### src/rtl/inference_pkg.sv
// Shared types and constants for the inference pipeline sequencer.
// Stage indices follow the order in which the network layers are chained.
package inference_pkg;

  localparam int DEF_NUM_STAGES = 7;
  localparam int DEF_CNT_WIDTH  = 24;

  localparam int STG_INPUT  = 0;
  localparam int STG_FC1    = 1;
  localparam int STG_TANH1  = 2;
  localparam int STG_FC2    = 3;
  localparam int STG_TANH2  = 4;
  localparam int STG_FC3    = 5;
  localparam int STG_OUTPUT = 6;

  typedef enum logic [1:0] {
    S_IDLE   = 2'd0,
    S_LAUNCH = 2'd1,
    S_WAIT   = 2'd2,
    S_FINISH = 2'd3
  } seq_state_t;

endpackage

### src/rtl/inference_sequencer_sat_counter.sv
// Saturating up-counter: clear wins over enable, and the count sticks at all-ones.
module sat_counter #(
  parameter int W = 24
) (
  input  logic         clk,
  input  logic         rst_n,
  input  logic         clr,
  input  logic         en,
  output logic [W-1:0] cnt
);

  always_ff @(posedge clk or negedge rst_n) begin
    if (!rst_n)                cnt <= '0;
    else if (clr)              cnt <= '0;
    else if (en && !(&cnt))    cnt <= cnt + W'(1);
  end

endmodule

### src/rtl/inference_sequencer.sv
// Launches the enabled pipeline stages one after another, timing each stage and
// the whole run. A run that executes stages completes in its last stage_done cycle.
module inference_sequencer
  import inference_pkg::*;
#(
  parameter int          NUM_STAGES     = DEF_NUM_STAGES,
  parameter int          CNT_WIDTH      = DEF_CNT_WIDTH,
  parameter int unsigned TIMEOUT_CYCLES = 2**CNT_WIDTH-1
) (
  input  logic                                 clk,
  input  logic                                 rst_n,
  input  logic                                 start,
  input  logic                                 abort,
  input  logic [NUM_STAGES-1:0]                bypass_mask,
  output logic [NUM_STAGES-1:0]                stage_start,
  input  logic [NUM_STAGES-1:0]                stage_done,
  output logic                                 busy,
  output logic                                 done,
  output logic                                 error,
  output logic [$clog2(NUM_STAGES)-1:0]        cur_stage,
  output logic [NUM_STAGES-1:0][CNT_WIDTH-1:0] stage_cycles,
  output logic [CNT_WIDTH-1:0]                 total_cycles
);

  localparam int SW = $clog2(NUM_STAGES);
  localparam logic [CNT_WIDTH-1:0] TMO_LAST = CNT_WIDTH'(TIMEOUT_CYCLES - 1);

  // {found, index} of the lowest non-bypassed stage at or above 'from'
  function automatic logic [SW:0] first_free(input logic [NUM_STAGES-1:0] mask,
                                             input int from);
    logic [SW:0] r;
    r = '0;
    for (int k = NUM_STAGES-1; k >= 0; k--)
      if (k >= from && !mask[k]) r = {1'b1, SW'(k)};
    return r;
  endfunction

  function automatic logic [CNT_WIDTH-1:0] sat_inc(input logic [CNT_WIDTH-1:0] v);
    return (&v) ? v : v + CNT_WIDTH'(1);
  endfunction

  seq_state_t                           state_q, state_d;
  logic [SW-1:0]                        cur_q, cur_d;
  logic [NUM_STAGES-1:0]                run_mask_q, run_mask_d;
  logic [NUM_STAGES-1:0]                pend_mask_q, pend_mask_d;
  logic                                 pend_q, pend_d;
  logic                                 err_q, err_d;
  logic [NUM_STAGES-1:0][CNT_WIDTH-1:0] stage_cyc_q;
  logic [CNT_WIDTH-1:0]                 total_q;

  logic                  done_c, new_run, lat_stage;
  logic                  stage_hit, run_req;
  logic [NUM_STAGES-1:0] new_mask;
  logic [SW:0]           first_sel, next_sel;
  logic [CNT_WIDTH-1:0]  wait_cnt, stg_cnt, tot_cnt;

  // pend_q is never set in IDLE, so a fresh start always uses bypass_mask
  assign new_mask  = pend_q ? pend_mask_q : bypass_mask;
  assign first_sel = first_free(new_mask, 0);
  assign next_sel  = first_free(run_mask_q, int'(cur_q) + 1);
  assign stage_hit = (state_q == S_WAIT) && stage_done[cur_q];
  assign run_req   = pend_q || start;

  always_comb begin
    state_d     = state_q;
    cur_d       = cur_q;
    run_mask_d  = run_mask_q;
    pend_d      = pend_q;
    pend_mask_d = pend_mask_q;
    err_d       = err_q;
    done_c      = 1'b0;
    new_run     = 1'b0;
    lat_stage   = 1'b0;

    if (abort) begin
      state_d = S_IDLE;
      pend_d  = 1'b0;
    end else begin
      if (state_q != S_IDLE && start && !pend_q) begin
        pend_d      = 1'b1;
        pend_mask_d = bypass_mask;
      end

      unique case (state_q)
        S_IDLE: begin
          if (start) begin
            new_run = 1'b1;
            err_d   = 1'b0;
          end
        end
        S_LAUNCH: state_d = S_WAIT;
        S_WAIT: begin
          if (stage_hit) begin
            lat_stage = 1'b1;
            if (next_sel[SW]) begin
              cur_d   = next_sel[SW-1:0];
              state_d = S_LAUNCH;
            end else begin
              done_c = 1'b1;
              if (run_req) new_run = 1'b1;
              else         state_d = S_IDLE;
            end
          end else if (wait_cnt == TMO_LAST) begin
            err_d   = 1'b1;
            pend_d  = 1'b0;
            state_d = S_IDLE;
          end
        end
        S_FINISH: begin
          done_c = 1'b1;
          if (run_req) new_run = 1'b1;
          else         state_d = S_IDLE;
        end
        default: state_d = S_IDLE;
      endcase

      // Accepting or dispatching a run: the mask is frozen here for its whole life
      if (new_run) begin
        run_mask_d = new_mask;
        pend_d     = 1'b0;
        if (first_sel[SW]) begin
          cur_d   = first_sel[SW-1:0];
          state_d = S_LAUNCH;
        end else begin
          state_d = S_FINISH;
        end
      end
    end
  end

  always_ff @(posedge clk or negedge rst_n) begin
    if (!rst_n) begin
      state_q     <= S_IDLE;
      cur_q       <= '0;
      run_mask_q  <= '0;
      pend_mask_q <= '0;
      pend_q      <= 1'b0;
      err_q       <= 1'b0;
      stage_cyc_q <= '0;
      total_q     <= '0;
    end else begin
      state_q     <= state_d;
      cur_q       <= cur_d;
      run_mask_q  <= run_mask_d;
      pend_mask_q <= pend_mask_d;
      pend_q      <= pend_d;
      err_q       <= err_d;
      if (done_c) total_q <= sat_inc(tot_cnt);
      for (int k = 0; k < NUM_STAGES; k++) begin
        if (new_run && new_mask[k])                stage_cyc_q[k] <= '0;
        else if (lat_stage && cur_q == SW'(k))     stage_cyc_q[k] <= sat_inc(stg_cnt);
      end
    end
  end

  // Counts cycles since stage_start, so it reads TIMEOUT_CYCLES-1 on the last WAIT cycle
  sat_counter #(.W(CNT_WIDTH)) u_wait_tmr (
    .clk   (clk),
    .rst_n (rst_n),
    .clr   (state_d != S_WAIT),
    .en    (state_q == S_LAUNCH || state_q == S_WAIT),
    .cnt   (wait_cnt)
  );

  sat_counter #(.W(CNT_WIDTH)) u_stage_tmr (
    .clk   (clk),
    .rst_n (rst_n),
    .clr   (state_q == S_LAUNCH),
    .en    (state_q == S_WAIT),
    .cnt   (stg_cnt)
  );

  sat_counter #(.W(CNT_WIDTH)) u_total_tmr (
    .clk   (clk),
    .rst_n (rst_n),
    .clr   (new_run),
    .en    (busy),
    .cnt   (tot_cnt)
  );

  always_comb begin
    stage_start = '0;
    if (state_q == S_LAUNCH) stage_start[cur_q] = 1'b1;
  end

  assign busy         = (state_q != S_IDLE);
  assign done         = done_c;
  assign error        = err_q;
  assign cur_stage    = cur_q;
  assign stage_cycles = stage_cyc_q;
  assign total_cycles = total_q;

endmodule

### config.mk
export PLATFORM = sky130hd
export DESIGN_NAME = inference_sequencer
export DESIGN_NICKNAME = d
export VERILOG_FILES = /design/src/rtl/inference_pkg.sv /design/src/rtl/inference_sequencer_sat_counter.sv /design/src/rtl/inference_sequencer.sv
export SDC_FILE = /design/constraint.sdc
export NUM_CORES = 1
export LEC_CHECK = 0
export CORE_MARGIN = 3
export CORE_UTILIZATION = 38
export CTS_BUF_LIST = sky130_fd_sc_hd__clkbuf_8
export CTS_CLUSTER_DIAMETER = 150
export DETAILED_ROUTE_END_ITERATION = 12
export PLACE_DENSITY = 0.59
export SLEW_MARGIN = 20
export SYNTH_ARGS = -nofsm -noshare
export SYNTH_HDL_FRONTEND = slang
export SYNTH_HIERARCHICAL = 1
export SYNTH_SLANG_ARGS = --single-unit
### constraint.sdc
create_clock -name clk -period 9 [get_ports clk]
set_input_delay 2.25 -clock clk [delete_from_list [all_inputs] [get_ports clk]]
set_output_delay 2.25 -clock clk [all_outputs]
set_load 0.005 [all_outputs]
==> results_dict.tcl <==
set metrics [dict create \
    outcome "finished, final reports clean" \
    dpl-instance-area_mm2 0.01760 \
    seq_power_share_pct 40.7 \
    grt_use_total_pct 22.41 \
    fin_area_mm2 0.01867 \
    post-route-period-util_pct 77.22 \
    area_delta_synth_final_pct 23.89 \
    holdBufCountCts 0 \
    cts_tree "built" \
    coreArea_mm2 0.03892 \
    drtPass1Iterations 5 \
    switching_share_pct 33.43 \
    antenna_found_initial 0 \
    hpwl_um 32700 \
    layout-drive-gt1-share_pct 10.96 \
    die-height_um 205.1 \
    clk_latency_ns 0.65 \
    fp.dieW_um 205.1 \
    power_frac_comb_pct 29.6 \
    synth_nets 1614 \
    path_class "primary input to output port" \
    avgSynthCellArea_um2 9.526 \
    clockBufferDepth 3 \
    portBuffers 222 \
    synth_common_cells "dfrtp_1, nor2_1, nand2_1, a21oi_1, a211oi_1" \
    grt_pass1_vias 12560 \
    total_power_uw 4232 \
    fin_nets 1814 \
    cts_buffers 51 \
    ff2ff_setup_slack_ns 4.97 \
    async_reset_ff_share_pct 100.0 \
    place_inst 2247 \
    drcViolationCount 0 \
    grt_pass1_wl_um 74370 \
    dieArea_mm2 0.04208 \
    synth.most_common_cell "dfrtp_1" \
    routed_via_density 5.508 \
    initial_core_util_pct 38.72 \
    slowest_stage "clkdlybuf4s50_1" \
    drv_cap 0 \
    synthFlopType "dfrtp_1" \
    syn_inst 1582 \
    setup_viol_count_final 0 \
    drtIter0Drc 884 \
    vias 12850 \
    clock_skew_ns 0.04227 \
    cp_data_arrival_time_ns 4.70 \
    crit_chain "clkdlybuf4s50_1, mux2i_1, a211o_1, a21oi_1, a21oi_1, nor2_2, clkdlybuf4s50_1" \
    finalSetupTns_ns 0 \
    critPathMaxFanout 5 \
    gr-total-overflow 0 \
    wl_per_cell_um 20.14 \
    ys_types 81 \
    tightest_slew_ns 1.143 \
    ioPinCount 223 \
    clkSlewWorstSetupHoldPaths_ns 0.05 \
    crit_path_start_kind "primary input" \
    p_int_uw 2817 \
    synth_largest_area_cell "dfrtp_1" \
    ir_drop_mv 0.1105 \
    clock_sinks 285 \
    slowest_delay_ns 0.56 \
    slew_viol_final 0 \
    finalNonFillerCells 2333 \
    synth-seq-cells 285 \
    relSlewSlack_pct 23.56 \
    fmax_mhz 143.9 \
    power_leakage_uw 0.007768 \
    row_count 72 \
    critPathRequiredTime_ns 6.75 \
    seq_area_frac_synth_pct 47.32 \
    yosys_warnings 6 \
    cts_max_level 2 \
    cp-end-kind "output port" \
    finalHoldViolCount 0 \
    netlist.area_leader.share_pct 47.32 \
    synthTopCellsByArea "dfrtp_1, nor2_1, nand2_1" \
    diodes 0 \
    root_buffer "clkbuf_8" \
    power_density_mw_per_mm2 226.6 \
    ant_nets 0 \
    post_cts_resized 0 \
    holdWs_ns 0.4862 \
    nFillCells 3730 \
    synth_edf_count 0 \
    rsz0062_at_grt "false" \
    power.switching_uw 1415 \
    place.gp.congestion 0.8798 \
    fin_crit_ns 6.950 \
    syn_area_mm2 0.01507 \
    grt_max_degree 103 \
    drt-total-wl_um 46980 \
    hold_path.class "flip-flop to flip-flop" \
    clkPwrFrac_pct 29.6 \
    post_cts_buffers 0 \
]
logic make-up (layout without fill, tap and decap cells):
family          Yosys count  count (layout)  synth area share (%)
buf+inv                 116             349                 3.678
compound gates          298             298                 13.54
xor+xnor                 47              47                 2.980
flops                   285             285                 47.32
simple gates            746             746                 25.71
mux                      76              76                 5.604
fa+ha+maj                14              14                 1.162
cells in the final DEF (no fill, tap or decap), drive strengths merged, types with 27 or more instances in the layout:
cell,count
inv,39
dfrtp,285
nor2b,35
xor2,27
nand2,187
clkdlybuf4s50,221
a21oi,112
a211oi,78
nor2,238
nand4,50
nor3,62
mux2,64
nand3,51
clkbuf,66
power groups by stage:
stage          combinational (µW)  sequential (µW)  clock, µW
2_1_floorplan                 652             1690          0
3_3_place_gp                 1240             1740          0
3_5_place_dp                 1260             1740          0
4_1_cts                      1260             1720       1290
5_1_grt                      1370             1760       1350
6_report                     1250             1720       1250
worst paths after layout:
kind,start,endpoint,depth (start not counted)
setup / recovery,stage_done[2],done,7
hold / removal,run_mask_q[2],run_mask_q[2],1
setup reg to reg,cur_stage[1],stage_cycles[83],9
hold reg to reg,run_mask_q[2],run_mask_q[2],1
max in group asynchronous,rst_n,stage_cycles[74],2
min in group asynchronous,rst_n,u_total_tmr/cnt[12],1
stage by stage:
stage / util, % / worst slack [ns]
floorplan: - / 3.239
global placement: 45.22 / 2.147
detailed placement: 45.24 / 2.139
CTS: 47.92 / 2.139
global route: 47.97 / 1.940
finish: 47.97 / 2.050
critical path, delay by kind of cell:
| kind | cells | cell delay (ns) |
|---|---|---|
| muxes | 1 | 0.15 |
| AOI/OAI and AO/OA | 3 | 1.00 |
| and+or+nand+nor | 1 | 0.28 |
| buffers and inverters | 2 | 1.01 |
final cells by class:
class / instances / area, µm² / area share [%]
Clock buffer: 66 / 908.4 / 4.865
Multi-Input combinational cell: 1181 / 7412 / 39.70
Inverter: 27 / 101.3 / 0.5428
Sequential cell: 285 / 7132 / 38.20
Tap cell: 518 / 648.1 / 3.471
Clock inverter: 20 / 136.4 / 0.7305
Timing Repair Buffer: 236 / 2332 / 12.49
flip-flops by register name (all words and copies together), names as in the netlist:
name / cells
pend_q: 1
u_stage_tmr/cnt: 24
u_total_tmr/cnt: 24
cur_stage: 3
total_cycles: 24
stage_cycles: 168
pend_mask_q: 7
u_wait_tmr/cnt: 24
run_mask_q: 7
error: 1
state_q: 2
metal layers:
metal / vias up / track usage (%) / routed length (µm)
li1: 6056 / - / -
met1: 6370 / 32.77 / 22450
met2: 369 / 34.28 / 21230
met3: 54 / 3.877 / 2431
met4: 0 / 6.248 / 862
met5: - / 0 / 0
Power figures use the tool's default switching activity.
